## config.mk

```make
export PLATFORM = sky130hd
export DESIGN_NAME = lsu_ctrl
export DESIGN_NICKNAME = d
export VERILOG_FILES = /design/src/rtl/rv32_lsu_pkg.sv /design/src/rtl/lsu_load_align.sv /design/src/rtl/lsu_ctrl.sv
export SDC_FILE = /design/constraint.sdc
export NUM_CORES = 1
export LEC_CHECK = 0
export CAP_MARGIN = 0
export CORE_AREA = 4 4 148 150
export CTS_CLUSTER_DIAMETER = 40
export CTS_CLUSTER_SIZE = 14
export DETAILED_ROUTE_END_ITERATION = 8
export DIE_AREA = 0 0 152 154
export MAX_ROUTING_LAYER = met4
export PLACE_DENSITY = 0.8
export SLEW_MARGIN = 20
export SYNTH_ARGS = -nofsm -noshare
export SYNTH_HDL_FRONTEND = slang
export SYNTH_SLANG_ARGS = --single-unit
export TNS_END_PERCENT = 1
```

## constraint.sdc

```tcl
create_clock -name clk -period 1.9 [get_ports clk]
set_input_delay 0.285 -clock clk [delete_from_list [all_inputs] [get_ports clk]]
set_output_delay 0.285 -clock clk [all_outputs]
set_load 0.05 [all_outputs]
```

## src/rtl/rv32_lsu_pkg.sv

```systemverilog
// Shared definitions for the load/store sequencer: funct3 codes, FSM states
// and the byte-lane helpers used to build memory requests.
package rv32_lsu_pkg;

  localparam logic [2:0] F3_LB  = 3'b000;
  localparam logic [2:0] F3_LH  = 3'b001;
  localparam logic [2:0] F3_LW  = 3'b010;
  localparam logic [2:0] F3_LBU = 3'b100;
  localparam logic [2:0] F3_LHU = 3'b101;

  typedef enum logic [1:0] {
    ST_IDLE = 2'b00,
    ST_REQ  = 2'b01,
    ST_WAIT = 2'b10
  } lsu_state_t;

  // funct3[1:0] encodes access width for both loads and stores.
  function automatic logic [3:0] byte_en(input logic [2:0] f3, input logic [1:0] off);
    logic [3:0] be;
    case (f3[1:0])
      2'b00:   be = 4'b0001 << off;
      2'b01:   be = 4'b0011 << off;
      default: be = 4'b1111;
    endcase
    return be;
  endfunction

  function automatic logic [31:0] replicate(input logic [2:0] f3, input logic [31:0] wdata);
    logic [31:0] r;
    case (f3[1:0])
      2'b00:   r = {4{wdata[7:0]}};
      2'b01:   r = {2{wdata[15:0]}};
      default: r = wdata;
    endcase
    return r;
  endfunction

  function automatic logic f3_legal(input logic we, input logic [2:0] f3);
    logic ok;
    if (we) ok = (f3 == F3_LB) || (f3 == F3_LH) || (f3 == F3_LW);
    else    ok = (f3 == F3_LB) || (f3 == F3_LH) || (f3 == F3_LW) ||
                 (f3 == F3_LBU) || (f3 == F3_LHU);
    return ok;
  endfunction

  function automatic logic addr_aligned(input logic [2:0] f3, input logic [1:0] off);
    logic ok;
    case (f3[1:0])
      2'b01:   ok = (off[0] == 1'b0);
      2'b10:   ok = (off == 2'b00);
      default: ok = 1'b1;
    endcase
    return ok;
  endfunction

endpackage

```

## src/rtl/lsu_load_align.sv

```systemverilog
// Selects the addressed lane of a loaded word and sign/zero-extends it.
module lsu_load_align
  import rv32_lsu_pkg::*;
(
  input  logic [31:0] rdata,
  input  logic [1:0]  off,
  input  logic [2:0]  f3,
  output logic [31:0] val
);

  logic [31:0] lane;

  always_comb begin
    lane = rdata >> {off, 3'b000};
    case (f3)
      F3_LB:   val = {{24{lane[7]}}, lane[7:0]};
      F3_LH:   val = {{16{lane[15]}}, lane[15:0]};
      F3_LBU:  val = {24'd0, lane[7:0]};
      F3_LHU:  val = {16'd0, lane[15:0]};
      default: val = lane;
    endcase
  end

endmodule

```

## src/rtl/lsu_ctrl.sv

```systemverilog
// Single-outstanding load/store sequencer between execute and data memory,
// with alignment faults, response timeout and registered writeback.
module lsu_ctrl
  import rv32_lsu_pkg::*;
#(
  parameter int TIMEOUT = 255
) (
  input  logic        clk,
  input  logic        rst,
  input  logic        ex_valid,
  output logic        ex_ready,
  input  logic        ex_we,
  input  logic [2:0]  ex_f3,
  input  logic [4:0]  ex_rd,
  input  logic [31:0] ex_addr,
  input  logic [31:0] ex_wdata,
  output logic        mem_req,
  input  logic        mem_gnt,
  output logic        mem_we,
  output logic [3:0]  mem_be,
  output logic [31:0] mem_addr,
  output logic [31:0] mem_wdata,
  input  logic        mem_rvalid,
  input  logic [31:0] mem_rdata,
  output logic        wb_en,
  output logic [4:0]  wb_reg,
  output logic [31:0] wb_val,
  output logic        err,
  output logic [31:0] err_addr
);

  localparam logic [7:0] CNT_LAST = 8'(TIMEOUT - 1);

  lsu_state_t  state_reg;
  logic        op_we_reg;
  logic [2:0]  op_f3_reg;
  logic [4:0]  op_rd_reg;
  logic [31:0] op_addr_reg;
  logic [7:0]  cnt_reg;

  logic        mem_req_reg, mem_we_reg;
  logic [3:0]  mem_be_reg;
  logic [31:0] mem_addr_reg, mem_wdata_reg;
  logic        wb_en_reg, err_reg;
  logic [4:0]  wb_reg_reg;
  logic [31:0] wb_val_reg, err_addr_reg;

  logic        accept, op_ok, timed_out;
  logic [31:0] load_val;

  assign ex_ready  = (state_reg == ST_IDLE) && !rst;
  assign accept    = ex_valid && ex_ready;
  assign op_ok     = f3_legal(ex_we, ex_f3) && addr_aligned(ex_f3, ex_addr[1:0]);
  // Completion takes priority over a timeout landing in the same cycle.
  assign timed_out = (cnt_reg >= CNT_LAST);

  lsu_load_align u_align (
    .rdata (mem_rdata),
    .off   (op_addr_reg[1:0]),
    .f3    (op_f3_reg),
    .val   (load_val)
  );

  always_ff @(posedge clk) begin
    if (rst) begin
      state_reg     <= ST_IDLE;
      op_we_reg     <= 1'b0;
      op_f3_reg     <= 3'd0;
      op_rd_reg     <= 5'd0;
      op_addr_reg   <= 32'd0;
      cnt_reg       <= 8'd0;
      mem_req_reg   <= 1'b0;
      mem_we_reg    <= 1'b0;
      mem_be_reg    <= 4'd0;
      mem_addr_reg  <= 32'd0;
      mem_wdata_reg <= 32'd0;
      wb_en_reg     <= 1'b0;
      wb_reg_reg    <= 5'd0;
      wb_val_reg    <= 32'd0;
      err_reg       <= 1'b0;
      err_addr_reg  <= 32'd0;
    end else begin
      wb_en_reg <= 1'b0;
      err_reg   <= 1'b0;
      case (state_reg)
        ST_IDLE: begin
          if (accept) begin
            op_we_reg   <= ex_we;
            op_f3_reg   <= ex_f3;
            op_rd_reg   <= ex_rd;
            op_addr_reg <= ex_addr;
            cnt_reg     <= 8'd0;
            if (op_ok) begin
              state_reg     <= ST_REQ;
              mem_req_reg   <= 1'b1;
              mem_we_reg    <= ex_we;
              mem_be_reg    <= byte_en(ex_f3, ex_addr[1:0]);
              mem_addr_reg  <= {ex_addr[31:2], 2'b00};
              mem_wdata_reg <= replicate(ex_f3, ex_wdata);
            end else begin
              err_reg      <= 1'b1;
              err_addr_reg <= ex_addr;
            end
          end
        end
        ST_REQ, ST_WAIT: begin
          cnt_reg <= cnt_reg + 8'd1;
          if (state_reg == ST_REQ && mem_gnt) begin
            mem_req_reg   <= 1'b0;
            mem_we_reg    <= 1'b0;
            mem_be_reg    <= 4'd0;
            mem_addr_reg  <= 32'd0;
            mem_wdata_reg <= 32'd0;
            if (op_we_reg) begin
              state_reg <= ST_IDLE;
            end else if (mem_rvalid) begin
              state_reg  <= ST_IDLE;
              wb_en_reg  <= (op_rd_reg != 5'd0);
              wb_reg_reg <= op_rd_reg;
              wb_val_reg <= load_val;
            end else begin
              state_reg <= ST_WAIT;
            end
          end else if (state_reg == ST_WAIT && mem_rvalid) begin
            state_reg  <= ST_IDLE;
            wb_en_reg  <= (op_rd_reg != 5'd0);
            wb_reg_reg <= op_rd_reg;
            wb_val_reg <= load_val;
          end else if (timed_out) begin
            state_reg     <= ST_IDLE;
            mem_req_reg   <= 1'b0;
            mem_we_reg    <= 1'b0;
            mem_be_reg    <= 4'd0;
            mem_addr_reg  <= 32'd0;
            mem_wdata_reg <= 32'd0;
            err_reg       <= 1'b1;
            err_addr_reg  <= op_addr_reg;
          end
        end
        default: state_reg <= ST_IDLE;
      endcase
    end
  end

  assign mem_req   = mem_req_reg;
  assign mem_we    = mem_we_reg;
  assign mem_be    = mem_be_reg;
  assign mem_addr  = mem_addr_reg;
  assign mem_wdata = mem_wdata_reg;
  assign wb_en     = wb_en_reg;
  assign wb_reg    = wb_reg_reg;
  assign wb_val    = wb_val_reg;
  assign err       = err_reg;
  assign err_addr  = err_addr_reg;

endmodule

```

## After elaboration in Yosys (flattened, before gate mapping)

Cells that the tools add are included.

- Register bits: 192
- Bits of input ports: 110
- Output and inout port bits: 142
- Logic and storage cells: 134

- Add/subtract/negate cells: 1
- $lt $le $gt $ge: 1
- Equal/unequal tests: 22
- Shift operators: 3
- Multiplexer cells: 63
- Bitwise operators: 2
- Reductions and logical operators: 26

Operators with widths:

| operator | count |
|---|---|
| 32-bit 2-to-1 mux | 16 |
| 32-bit case mux with 2 select lines | 4 |
| 32-bit case mux with 4 select lines | 1 |
| 32-bit by 5-bit >> shifter with 32-bit output | 1 |
| 4-bit 2-to-1 mux | 5 |
| 5-bit 2-to-1 mux | 4 |
| 1-bit 2-to-1 mux | 17 |
| 2-bit inequality test (second input constant) | 8 |
| 4-bit case mux with 2 select lines | 2 |
| 8-bit case mux with 2 select lines | 1 |
| 2-bit 2-to-1 mux | 7 |
| 3-bit == test (second input constant) | 4 |
| 8-bit by 1-bit adder with 8-bit output (second input constant) | 1 |
| 8-bit >= comparator (second input constant) | 1 |
| 8-bit 2-to-1 mux | 1 |
| 1-bit case mux with 2 select lines | 4 |
| 3-bit by 1-bit == test with 1-bit output (second input constant) | 2 |
| 2-bit logical NOT | 3 |
| 3-bit logical NOT | 2 |
| 3-bit inequality test (second input constant) | 2 |
| 6-bit AND reduction | 1 |
| 1-bit logical AND | 5 |
| 5-bit AND reduction | 1 |
| 5-bit nonzero test | 1 |
| other kinds (15) | 24 |

## Logic depth before layout (Yosys ltp)

Gate-level depths: netlist (run 1).

- Word-level depth: 10
- Gate-level depth with buffers: 10
- Gate-level depth less buffers: 7

## Modules after synthesis

A second synthesis (run 1) with hierarchy kept.

- Cells, all modules: 903
- Area, all modules: 8330.5 sq um

Modules (own cells, without submodules):

| module | instances | cells an instance | area an instance (sq um) | sequential area each (sq um) |
|---|---|---|---|---|
| lsu_ctrl | 1 | 796 | 7626.1 | 3803.6 |
| lsu_load_align | 1 | 107 | 704.4 | 0.0 |

## Worst setup path after synthesis (run 1)

No wires, ideal clock.

- Path type: in2reg
- From: input port ex_f3[1]
- To: register mem_addr_reg[22], in the netlist mem_addr[22]
- Setup time: 0.116 ns
- Data arrival time: 1.907 ns
- Data required time: 1.784 ns
- Setup slack: -0.123 ns
- Cell stages on the path: 10
- Buffers on the path: 3
- Cells stage by stage: inv_1 > ha_1 > clkbuf_1 > nor2_2 > o21ai_1 > o211ai_1 > a32o_1 > buf_2 > buf_2 > a31o_2

- Longest elaborated chain between the ends: 9
- Elaborated cells between the ends (all ways): 16
- Those cells by class: 7 x eq/ne; 2 x mux; 7 x reduce/logical

Ends and longest elaborated chain:

| item | line | text |
|---|---|---|
| start, declared | lsu_ctrl.sv:13 | `input logic [2:0] ex_f3,` |
| 3-bit by 1-bit == test with 1-bit output / 3-bit logical NOT (equally long branches) | rv32_lsu_pkg.sv:40, rv32_lsu_pkg.sv:41 |  |
| 1-bit logical OR (2 in series) | rv32_lsu_pkg.sv:40, rv32_lsu_pkg.sv:41 |  |
| 1-bit logical OR | rv32_lsu_pkg.sv:41 | `else ok = (f3 == F3_LB) \|\| (f3 == F3_LH) \|\| (f3 == F3_LW) \|\|` |
| 1-bit logical OR | rv32_lsu_pkg.sv:42 | `(f3 == F3_LBU) \|\| (f3 == F3_LHU);` |
| 1-bit 2-to-1 mux | rv32_lsu_pkg.sv:40 | `if (we) ok = (f3 == F3_LB) \|\| (f3 == F3_LH) \|\| (f3 == F3_LW);` |
| 1-bit logical AND * | lsu_ctrl.sv:53 | `assign op_ok = f3_legal(ex_we, ex_f3) && addr_aligned(ex_f3, ex_addr[1:0]);` |
| 2-bit inequality test (no line) * | n/a |  |
| 5-bit AND reduction (no line) * | n/a |  |
| end signal, assigned | lsu_ctrl.sv:98 | `mem_addr_reg <= {ex_addr[31:2], 2'b00};` |
| end, declared | lsu_ctrl.sv:43 | `logic [31:0] mem_addr_reg, mem_wdata_reg;` |

Mark *: on every way between the ends. The rest lies on a longest branch, timed or not.
A chain may end at the register's enable or synchronous reset.

## Worst setup path after layout (run 1)

- From: register state_reg[1]
- To: register err_addr_reg[30], in the netlist err_addr[30]

- Longest elaborated chain between the ends: 5
- Elaborated cells between the ends (all ways): 16
- Those cells by class: 7 x eq/ne; 1 x mux; 8 x reduce/logical

Ends and longest elaborated chain:

| item | line | text |
|---|---|---|
| start, declared | lsu_ctrl.sv:34 | `lsu_state_t state_reg;` |
| start signal, assigned | lsu_ctrl.sv:66 | `state_reg <= ST_IDLE;` |
| start signal, assigned | lsu_ctrl.sv:94 | `state_reg <= ST_REQ;` |
| start signal, assigned | lsu_ctrl.sv:115 | `state_reg <= ST_IDLE;` |
| 2-bit logical NOT | lsu_ctrl.sv:51, lsu_ctrl.sv:85 |  |
| 1-bit logical AND | lsu_ctrl.sv:51 | `assign ex_ready = (state_reg == ST_IDLE) && !rst;` |
| 1-bit logical AND | lsu_ctrl.sv:52 | `assign accept = ex_valid && ex_ready;` |
| 2-bit inequality test (no line) | n/a |  |
| 6-bit AND reduction (no line) | n/a |  |
| end signal, assigned | lsu_ctrl.sv:102 | `err_addr_reg <= ex_addr;` |
| end signal, assigned | lsu_ctrl.sv:137 | `err_addr_reg <= op_addr_reg;` |
| end, declared | lsu_ctrl.sv:46 | `logic [31:0] wb_val_reg, err_addr_reg;` |

Several ways; a longest one is shown, not always the timed one.

==> impl_metrics.toml, run 1 <==
[place]
portBuffers = 249
place_congestion = 0.822
detailed_place_hpwl_um = 19200
dp.cells = 1480

[timing]
setup_violations = 107
maxSlewHeadroom_pct = 56.7
setup_tns_ns = -6.89
rsz0062_at_grt = "yes"
drv_slew = 0
worstMarginPinSlew_ns = 0.649
final_hold_viol_count = 0
finalCriticalPeriod_ns = 2.04
final.period_utilization_pct = 108
fmax_ghz = 0.489
setup_ws_ns = -0.145
skew_ns = 0.00786

[clocking]
clock_path_buffers = 2
cts_tree = "built"
cts-root-buf = "clkbuf_16"
cts_buffers = 17
cts-htree-levels = 4
clkLatencyLatePin_ns = 0.42
cts_sinks = 190
ctsHoldBuffers = 0
clkTransAtPathRegs_ns = 0.07

[drt]
antenna_left = 0
drt_iter0_markers = 591
drc = 0
wl_um = 27300
viasPerCell = 5.38
wl_per_cell_um = 18.0
vias = 8158
drt_pass1_iterations = 5

[floorplan]
die_h_um = 154
start_util_pct = 42.3
die_w_um = 152
coreArea_um2 = 20700
io_pins = 252
num_rows = 53
dieArea_um2 = 23400

[logic_synthesis]
syn_area_per_cell_um2 = 8.99
netlist_instances = 973
yosysTopAreaCellShare_pct = 43.5
ys_warn_count = 0
synthDistinctLibCells = 58
ys_seq_area_share_pct = 43.5
async_flop_share_pct = 0
ys_ff_latch = 190
synth_area_leaders = "dfxtp_1 (43%), mux2i_1 (5.0%), a21oi_1 (4.7%), nand2_1 (4.7%), a211oi_2 (4.3%)"
synth_edf_count = 0
ys.flop_type = "dfxtp_1"
yosysTopAreaCell = "dfxtp_1"
mappedNetlistArea_um2 = 8750

[global_route]
grt_pass1_wl_um = 43200
overflow = 0
grt_use_total_pct = 23.1
grt_pass1_vias = 8155
grt_start_max_net_pins = 124
antenna_found_initial = 0

[cells_and_area]
final_common_cell = "clkdlybuf4s50_1"
fin_nets = 1349
fillers = 1757
final_cell_mix = "clkdlybuf4s50_1 (229), dfxtp_1 (188), nand2_1 (108), buf_4 (76), a21oi_1 (65)"
drive_above_1_share_pct = 21.0
areaGrowthSynthToFinish_pct = 45.4
final_cells = 1516
post-route-util_pct = 61.5
diodes = 0

[critical_path]
worstSetupEndpointType = "flip-flop"
criticalPathCategory = "reg -> reg"
startpoint = "state_reg[1]"
crit_fanout = 11
crit-reg2reg-launch = "state_reg[1]"
crit_arrival_ns = 2.32
cp_data_required_time_ns = 2.18
startpoint_type = "flip-flop"

[outcome]
violations = "negative setup slack"
status = "finished, violations left"

[flow_run]
cap_violations = 0

[power_and_ir_drop]
powerDensity_nw_per_um2 = 986
finalPower_mw = 12.5
static-leakage-power_nw = 5.01
ir_drop_mv = 0.670

[hold_path]
hp-class = "in -> reg"
min-delay-start = "ex_f3[1]"
## timing repair
item / CTS / global route
cloned: 2 / 0
setup buffers: 3 / 0
pin swaps: 8 / 1
gates resized for setup: 26 / 15
endpoints found under the setup margin: 111 / 208
## cell usage after synthesis, types with 3 or more instances
cell type,instances
nor3b_1,28
or3_1,3
ha_1,10
o32ai_1,16
mux2_2,16
clkbuf_1,55
a31o_2,36
xor2_1,3
o21ai_0,55
a22o_1,8
buf_6,3
mux2i_1,44
dfxtp_1,190
nor2_1,44
nand2_1,109
o211ai_1,9
a32o_1,13
buf_1,5
nor2b_1,6
a21o_1,33
and3_1,42
inv_1,56
a21oi_1,82
buf_2,24
a31o_1,3
o2111ai_1,3
nand2b_1,4
a211oi_1,3
a211oi_2,30
## layout make-up
cell class	instances	area, um2	share of cell area (%)
tap	275	344	2.71
inverter	56	214	1.68
multi-input combinational	639	4520	35.6
clock buffer	19	433	3.40
sequential	190	3810	29.9
clock inverter	12	161	1.27
timing repair buffer	325	3240	25.4
## per-layer routing
layer	share of wire, %	wire (um)	GRT usage [%]
met1	44	12100	29.8
met4	2.5	688	7.83
met5	0	0	-
met2	49	13300	37.1
met3	4.4	1210	3.63
## power by group
| part | internal [mW] | switching [mW] | leakage (nW) | total [mW] |
|---|---|---|---|---|
| clock network | 2.09 | 1.57 | 0.286 | 3.65 |
| logic | 1.77 | 2.56 | 3.18 | 4.33 |
| registers | 4.35 | 0.213 | 1.55 | 4.57 |
| total | 8.21 | 4.34 | 5.01 | 12.5 |
## worst max-delay path, stage by stage, from the launching register on
cell	delay, ns
dfxtp_2	0.36
inv_4	0.05
ha_4	0.29
a21bo_4	0.24
o41ai_4	0.24
buf_6	0.18
buf_4	0.13
buf_16	0.13
o2111a_1	0.21
a211oi_1	0.06
## final timing paths
| path | slack, ns | depth (start not counted) | endpoint |
|---|---|---|---|
| worst max-delay path | -0.14 | 9 | err_addr[30] |
| worst min-delay path | 0.34 | 3 | op_f3_reg[1] |
| worst max register to register | -0.14 | 9 | err_addr[30] |
| worst min register to register | 0.45 | 2 | wb_reg[0] |
## through the flow
stage	instance area [um2]	hold slack [ns]	setup slack, ns
floorplan	8770	0.394	-0.0824
global placement	11900	0.442	-0.488
detailed placement	11900	0.444	-0.565
CTS	12600	0.338	-0.107
global route	12700	0.369	-0.222
finish	12700	0.343	-0.145
## cells by family (layout without fill, tap and decap cells)
kind of cell | Yosys count | after routing | synth area share, %
simple gates | 254 | 254 | 14.4
buf+inv | 145 | 412 | 6.91
mux | 60 | 60 | 7.09
other cells | 1 | 2 | 0.0429
flops | 190 | 190 | 43.5
fa+ha+maj | 10 | 10 | 1.43
xor+xnor | 3 | 3 | 0.300
compound gates | 310 | 310 | 26.4
Power figures use the tool's default switching activity.
==> run 2, diff against run 1 <==
--- a/config.mk
+++ b/config.mk
@@ -5,15 +5,16 @@
 export SDC_FILE = /design/constraint.sdc
 export NUM_CORES = 1
 export LEC_CHECK = 0
+export ABC_AREA = 1
 export CAP_MARGIN = 0
-export CORE_AREA = 4 4 148 150
+export CORE_AREA = 2 2 146 148
 export CTS_CLUSTER_DIAMETER = 40
 export CTS_CLUSTER_SIZE = 14
 export DETAILED_ROUTE_END_ITERATION = 8
-export DIE_AREA = 0 0 152 154
+export DIE_AREA = 0 0 148 150
 export MAX_ROUTING_LAYER = met4
-export PLACE_DENSITY = 0.8
-export SLEW_MARGIN = 20
+export PLACE_DENSITY = 0.79
+export SLEW_MARGIN = 10
 export SYNTH_ARGS = -nofsm -noshare
 export SYNTH_HDL_FRONTEND = slang
 export SYNTH_SLANG_ARGS = --single-unit
==> run 2 against run 1 <==
Synthesized cell count increased by 30%. Critical path depth increased by 4. Routed wire length increased by 7.1%. Combinational power increased by 81%. Utilization decreased by 0.39 points. Maximum frequency increased by 6.2%. The run still ends with negative setup slack left. Via count increased by 17%. Highest routed layer unchanged. Sequential share of layout area increased by 0.19 points. Global-route usage increased by 2.5 points.
==> impl_metrics.toml, run 2 <==
[outcome]
status = "finished, violations left"
violations = "negative setup slack"

[cells_and_area]
fillers = 1867
diodes = 0
final_cell_mix = "nand2_1 (258), dfxtp_1 (188), nor2_1 (181), clkdlybuf4s50_1 (137), a21oi_1 (134)"
design_area_um2 = 12600
regArea_um2 = 3810
drive_above_1_share_pct = 10.3
multi_input_area_um2 = 4190
final_common_cell = "nand2_1"
areaGrowthSynthToFinish_pct = 45.7
fin_nets = 1639

[timing]
drv_slew = 0
worstMarginPinSlew_ns = 0.545
finalHoldWorstSlack_ns = 0.434
final_hold_viol_count = 0
skew_ns = 0.0161
setup_ws_ns = -0.0257
setup_violations = 17
final.period_utilization_pct = 101
maxSlewHeadroom_pct = 63.6
finalCriticalPeriod_ns = 1.93
fmax_ghz = 0.519
rsz0062_at_grt = "yes"

[clocking]
clkTransAtPathRegs_ns = 0.08
clock_path_buffers = 2
cts_buffers = 17
cts_sinks = 190
cts-root-buf = "clkbuf_16"
clkLatencyLatePin_ns = 0.44
cts-htree-levels = 4
cts_tree = "built"
ctsHoldBuffers = 0

[place]
pre_cts_ws_ns = -0.555
place_congestion = 0.921
detailed_place_hpwl_um = 19900
dpl_cell_area_um2 = 11700
portBuffers = 249

[power_and_ir_drop]
seqPwrFrac_pct = 32.6
power.clock.fraction_pct = 21.1
powerDensity_nw_per_um2 = 1340
static-leakage-power_nw = 6.30
ir_drop_mv = 0.558
sw_frac_of_total_pct = 45.4
pwr-share-comb_pct = 46.3
finalPower_mw = 16.9
switchingPower_mw = 7.67
power.internal_mw = 9.22

[drt]
viasPerCell = 5.27
antenna_left = 0
wl_per_cell_um = 16.2
drt_pass1_iterations = 6
drc = 0
drt_iter0_markers = 694
wl_um = 29200
vias = 9512

[logic_synthesis]
synth_top_family_by_area = "simple AND/OR/NAND/NOR gates"
synthMuxAreaShare_pct = 0
netlist_instances = 1266
synth-compound-area-share_pct = 17.1
yosys.area_share.xor_xnor_pct = 0
ys_warn_count = 0
yosysTopAreaCellShare_pct = 43.8
synth_edf_count = 0
synthAdderAreaFrac_pct = 1.44
synth_common_cells = "nand2_1 (262), dfxtp_1 (190), nor2_1 (187), a21oi_1 (142), nand3_1 (130)"
yosysTopAreaCell = "dfxtp_1"
ys.flop_type = "dfxtp_1"
synthSimpleGateAreaFrac_pct = 28.5
synth_area_leaders = "dfxtp_1 (44%), nand2_1 (11%), a21oi_1 (8.2%), nor2_1 (8.1%), nand3_1 (7.5%)"
synthDistinctLibCells = 39
mappedNetlistArea_um2 = 8680
ys_ff_latch = 190
syn_area_per_cell_um2 = 6.85
async_flop_share_pct = 0
ys_seq_area_share_pct = 43.8
yosysMostFrequentCell = "nand2_1"

[critical_path]
startpoint_type = "flip-flop"
reg2reg_to = "err_addr[20]"
cp_slowest_stage_delay_ns = 0.33
crit-reg2reg-launch = "state_reg[0]"
critPathTopFamily = "simple AND/OR/NAND/NOR gates"
slowest_stage = "dfxtp_2"
cp_data_required_time_ns = 2.26
cp_common_cell = "nand2_4"
crit_chain = "inv_2 -> ha_4 -> inv_2 -> nor2_4 -> nand2_4 -> buf_6 -> nand2_4 -> nand2_4 -> a21oi_4 -> and2_4 -> buf_6 -> nor2_1 -> nor2_1"
worst-path-buf-inv = 4
crit_arrival_ns = 2.29
worstSetupEndpointType = "flip-flop"
worstRegToRegCells = 13
r2r_setup_slack_ns = -0.03
criticalPathCategory = "reg -> reg"
crit_fanout = 7

[flow_run]
cap_violations = 0

[global_route]
grt_use_total_pct = 25.6
overflow = 0
grt_start_max_net_pins = 98
grt_pass1_wl_um = 44100
antenna_found_initial = 0
grt_pass1_vias = 8672

[floorplan]
start_util_pct = 41.9
die_w_um = 148
dieArea_um2 = 22200
io_pins = 252
num_rows = 53
die_h_um = 150
coreArea_um2 = 20700

[hold_path]
hp-class = "in -> reg"
holdPathEnd = "op_addr_reg[17]"
min-delay-start = "ex_addr[17]"
holdPathStages = 3
## run 2: worst max-delay path by stage
stage / start / cells past startpoint / end / slack (ns)
global placement: ex_f3[0] / 9 / mem_addr[30] / -0.44
CTS: state_reg[0] / 11 / op_addr_reg[2] / -0.008
global route: state_reg[0] / 13 / err_addr[26] / -0.13
floorplan: state_reg[1] / 13 / err_addr[0] / -0.06
detailed placement: ex_f3[0] / 10 / mem_addr[17] / -0.55
finish: state_reg[0] / 13 / err_addr[20] / -0.03
## run 2: metrics by stage
step           TNS (ns)  cells  util (%)
4_1_cts         -0.0212   1799      59.3
5_1_grt           -5.25   1806      61.1
3_5_place_dp     -46.04   1766      56.6
6_report         -0.244   1806      61.1
3_3_place_gp     -36.64   1766      56.6
2_1_floorplan     -3.26   1267         -
## run 2: logic make-up (layout without fill, tap and decap cells)
group | Yosys count | in the layout
AND/OR/NAND/NOR | 600 | 600
flip-flops | 190 | 190
buffers and inverters | 186 | 450
other | 1 | 2
AO/OA/AOI/OAI | 279 | 279
adder cells (fa/ha/maj) | 10 | 10
## run 2: power by group through the flow
stage	registers (mW)	clock network, mW	logic [mW]
2_1_floorplan	8.02	0	2.49
3_3_place_gp	5.57	0	7.57
3_5_place_dp	5.59	0	7.65
4_1_cts	5.50	3.60	7.54
5_1_grt	5.60	3.77	8.32
6_report	5.50	3.56	7.82
## run 2: area by class of cell
| class | count | area share, % |
|---|---|---|
| Tap cell | 275 | 2.72 |
| Timing Repair Buffer | 323 | 26.5 |
| Multi-Input combinational cell | 891 | 33.2 |
| Sequential cell | 190 | 30.1 |
| Inverter | 96 | 2.85 |
| Clock buffer | 17 | 3.37 |
| Clock inverter | 14 | 1.31 |
## run 2: repair_timing
action / CTS / global route
setup endpoints to repair: 163 / 221
pin swaps: 1 / 13
cloned: 0 / 5
setup buffers: 2 / 3
endpoints found under the hold margin: 0 / 0
gates resized for setup: 53 / 89
## run 2: worst register-to-register path: cells and delay by family (launching register included)
kind	cells	cell delay, ns
compound gates	1	0.18
fa+ha+maj	1	0.14
simple gates	7	0.84
buf+inv	4	0.41
flops	1	0.33
## run 2: per-layer routing
layer  vias to the layer above  GRT usage [%]  routed length (um)
li1                       4631              -                   -
met2                       440           40.3               13700
met3                        78           5.37                2410
met5                         -              -                   0
met4                         0           11.5                1150
met1                      4363           31.6               12000
==> run 3, diff against run 2 <==
--- a/config.mk
+++ b/config.mk
@@ -7,15 +7,16 @@
 export LEC_CHECK = 0
 export ABC_AREA = 1
 export CAP_MARGIN = 0
-export CORE_AREA = 2 2 146 148
+export CORE_AREA = 2 2 147 149
 export CTS_CLUSTER_DIAMETER = 40
 export CTS_CLUSTER_SIZE = 14
 export DETAILED_ROUTE_END_ITERATION = 8
-export DIE_AREA = 0 0 148 150
+export DIE_AREA = 0 0 149 151
 export MAX_ROUTING_LAYER = met4
-export PLACE_DENSITY = 0.79
+export PLACE_DENSITY = 0.8
 export SLEW_MARGIN = 10
 export SYNTH_ARGS = -nofsm -noshare
 export SYNTH_HDL_FRONTEND = slang
+export SYNTH_HIERARCHICAL = 1
 export SYNTH_SLANG_ARGS = --single-unit
 export TNS_END_PERCENT = 1
==> run 3 against run 2 <==
The run now ends clean. Clock skew shrank 0.0070 ns. Setup slack gained 0.046 ns. Highest routed layer unchanged. Largest cell class unchanged. Cell count rose by 0.78%. Register-to-register slack better by 0.14 ns. Largest power group unchanged. Global-route usage decreased by 0.58 points. Maximum frequency increased by 2.5%.
==> impl_metrics.toml, run 3 <==
[outcome]
status = "finished, final reports clean"

[floorplan]
die_h_um = 151
dieArea_um2 = 22500
num_rows = 53
start_util_pct = 43.6
coreArea_um2 = 20800
io_pins = 252
die_w_um = 149

[timing]
finalCriticalPeriod_ns = 1.88
worstMarginPinSlew_ns = 0.739
rsz0062_at_grt = "yes"
setup_violations = 0
final_hold_viol_count = 0
maxSlewHeadroom_pct = 50.8
fmax_ghz = 0.532
setup_tns_ns = 0
drv_slew = 0
skew_ns = 0.00905
final.period_utilization_pct = 98.9

[logic_synthesis]
synthSimpleGateAreaFrac_pct = 31.9
netlist_instances = 1299
yosysTopAreaCell = "dfxtp_1"
ys_warn_count = 6
ys_ff_latch = 190
synthMuxAreaShare_pct = 0
syn_area_per_cell_um2 = 7.00
yosysMostFrequentCell = "nand2_1"
synth_top_family_by_area = "simple AND/OR/NAND/NOR gates"
synth_area_leaders = "dfxtp_1 (42%), nand2_1 (9.5%), nor2_1 (9.0%), nand3_1 (7.8%), a21oi_1 (7.0%)"
async_flop_share_pct = 0
synthDistinctLibCells = 38
yosysTopAreaCellShare_pct = 41.9
mappedNetlistArea_um2 = 9090
synth_common_cells = "nand2_1 (229), nor2_1 (218), dfxtp_1 (190), nand3_1 (141), a21oi_1 (128)"
synth_edf_count = 0
synth-compound-area-share_pct = 15.1
yosys.area_share.xor_xnor_pct = 0
ys.flop_type = "dfxtp_1"
synthAdderAreaFrac_pct = 1.38
ys_seq_area_share_pct = 41.9

[global_route]
grt_start_max_net_pins = 72
grt_pass1_wl_um = 43700
grt_pass1_vias = 8645
grt_use_total_pct = 25.0
overflow = 0
antenna_found_initial = 1

[critical_path]
startpoint_type = "flip-flop"
crit_fanout = 2
cp_slowest_stage_delay_ns = 0.81
cp_data_required_time_ns = 1.62
slowest_stage = "clkdlybuf4s50_1"
criticalPathCategory = "reg -> out"
crit_chain = "clkdlybuf4s50_1"
worst-path-buf-inv = 1
crit_arrival_ns = 1.59
critPathTopFamily = "buffers and inverters"
worstSetupEndpointType = "primary output"

[drt]
viasPerCell = 5.29
dr_wl_met2_um = 13600
drt_iter0_markers = 669
wl_per_cell_um = 15.9
wl_met3_um = 2720
top_layer_used = "met4"
antenna_left = 0
wl_met1_um = 11900
vias = 9622
drc = 0
wl_um = 28900
drt_pass1_iterations = 5

[place]
dpl_cell_area_um2 = 11900
place_congestion = 0.944
detailed_place_hpwl_um = 19800
dp.cells = 1782
portBuffers = 249

[clocking]
cts_sinks = 190
clkTransAtPathRegs_ns = 0.07
cts-htree-levels = 4
cts_tree = "built"
cts_buffers = 17
cts-root-buf = "clkbuf_16"
clkLatencyLatePin_ns = 0.43
clock_path_buffers = 2

[cells_and_area]
final_common_cell = "nand2_1"
fin_nets = 1651
post-route-util_pct = 61.7
multi_input_area_um2 = 4440
design_area_um2 = 12800
fillers = 1859
drive_above_1_share_pct = 9.84
final_cell_mix = "nand2_1 (229), nor2_1 (218), dfxtp_1 (189), clkdlybuf4s50_1 (145), nand3_1 (141)"
areaGrowthSynthToFinish_pct = 41.4
regArea_um2 = 3800
final_cells = 1820

[power_and_ir_drop]
pwr-share-comb_pct = 52.5
sw_frac_of_total_pct = 46.5
powerDensity_nw_per_um2 = 1540
static-leakage-power_nw = 6.43
power.internal_mw = 10.6
ir_drop_mv = 0.968
power.clock.fraction_pct = 19.3
seqPwrFrac_pct = 28.2
switchingPower_mw = 9.22

[flow_run]
cap_violations = 0

[hold_path]
hp-class = "in -> reg"
[run 3: cell type report]
class / instances / share of cell area (%)
Antenna cell: 1 / 0.0195
Timing Repair Buffer: 314 / 25.8
Tap cell: 275 / 2.68
Clock buffer: 20 / 3.55
Multi-Input combinational cell: 926 / 34.5
Sequential cell: 190 / 29.6
Inverter: 82 / 2.48
Clock inverter: 12 / 1.31
[run 3: kinds of logic (layout without fill, tap and decap cells)]
family | Yosys count | after routing
AND/OR/NAND/NOR | 654 | 654
other | 1 | 3
buffers and inverters | 184 | 428
adder cells (fa/ha/maj) | 10 | 10
flip-flops | 190 | 190
AO/OA/AOI/OAI | 260 | 260
[run 3: power groups by stage]
| stage | registers [mW] | clock network (mW) | logic, mW |
|---|---|---|---|
| floorplan | 8.15 | 0 | 4.38 |
| global placement | 5.65 | 0 | 9.92 |
| detailed placement | 5.68 | 0 | 10.0 |
| CTS | 5.60 | 3.88 | 9.95 |
| global route | 5.70 | 4.05 | 11.1 |
| finish | 5.59 | 3.82 | 10.4 |
[run 3: path summary, 6_finish.rpt]
check	start	endpoint	slack, ns	cells after the start
setup reg to reg	state_reg[0]	err_addr[31]	0.11	10
hold reg to reg	mem_wdata[10]	mem_wdata[10]	0.46	2
setup / recovery	mem_wdata[20]	mem_wdata[20]	0.02	1
hold / removal	rst	mem_addr[26]	0.31	3
[run 3: layer usage]
| metal | track usage [%] | vias up |
|---|---|---|
| met3 | 5.87 | 55 |
| met4 | 8.29 | 0 |
| li1 | - | 4745 |
| met1 | 31.0 | 4400 |
| met5 | - | - |
| met2 | 40.3 | 422 |
[run 3: timing repair]
item / in CTS / in global routing
pin swaps: 0 / 4
cloned: 0 / 4
hold endpoints to repair: 0 / 0
buffers inserted: 0 / 1
endpoints found under the setup margin: 29 / 178
hold buffers: 0 / 0
gates resized for setup: 29 / 82
[run 3: through the flow]
step	hold WS [ns]	power [mW]	worst slack [ns]
after floorplan	0.423	12.5	-0.0287
after global placement	0.447	15.6	-0.309
after detailed placement	0.452	15.7	-0.343
after CTS	0.300	19.4	0.000447
after global routing	0.330	20.9	-0.0113
final	0.308	19.8	0.0204
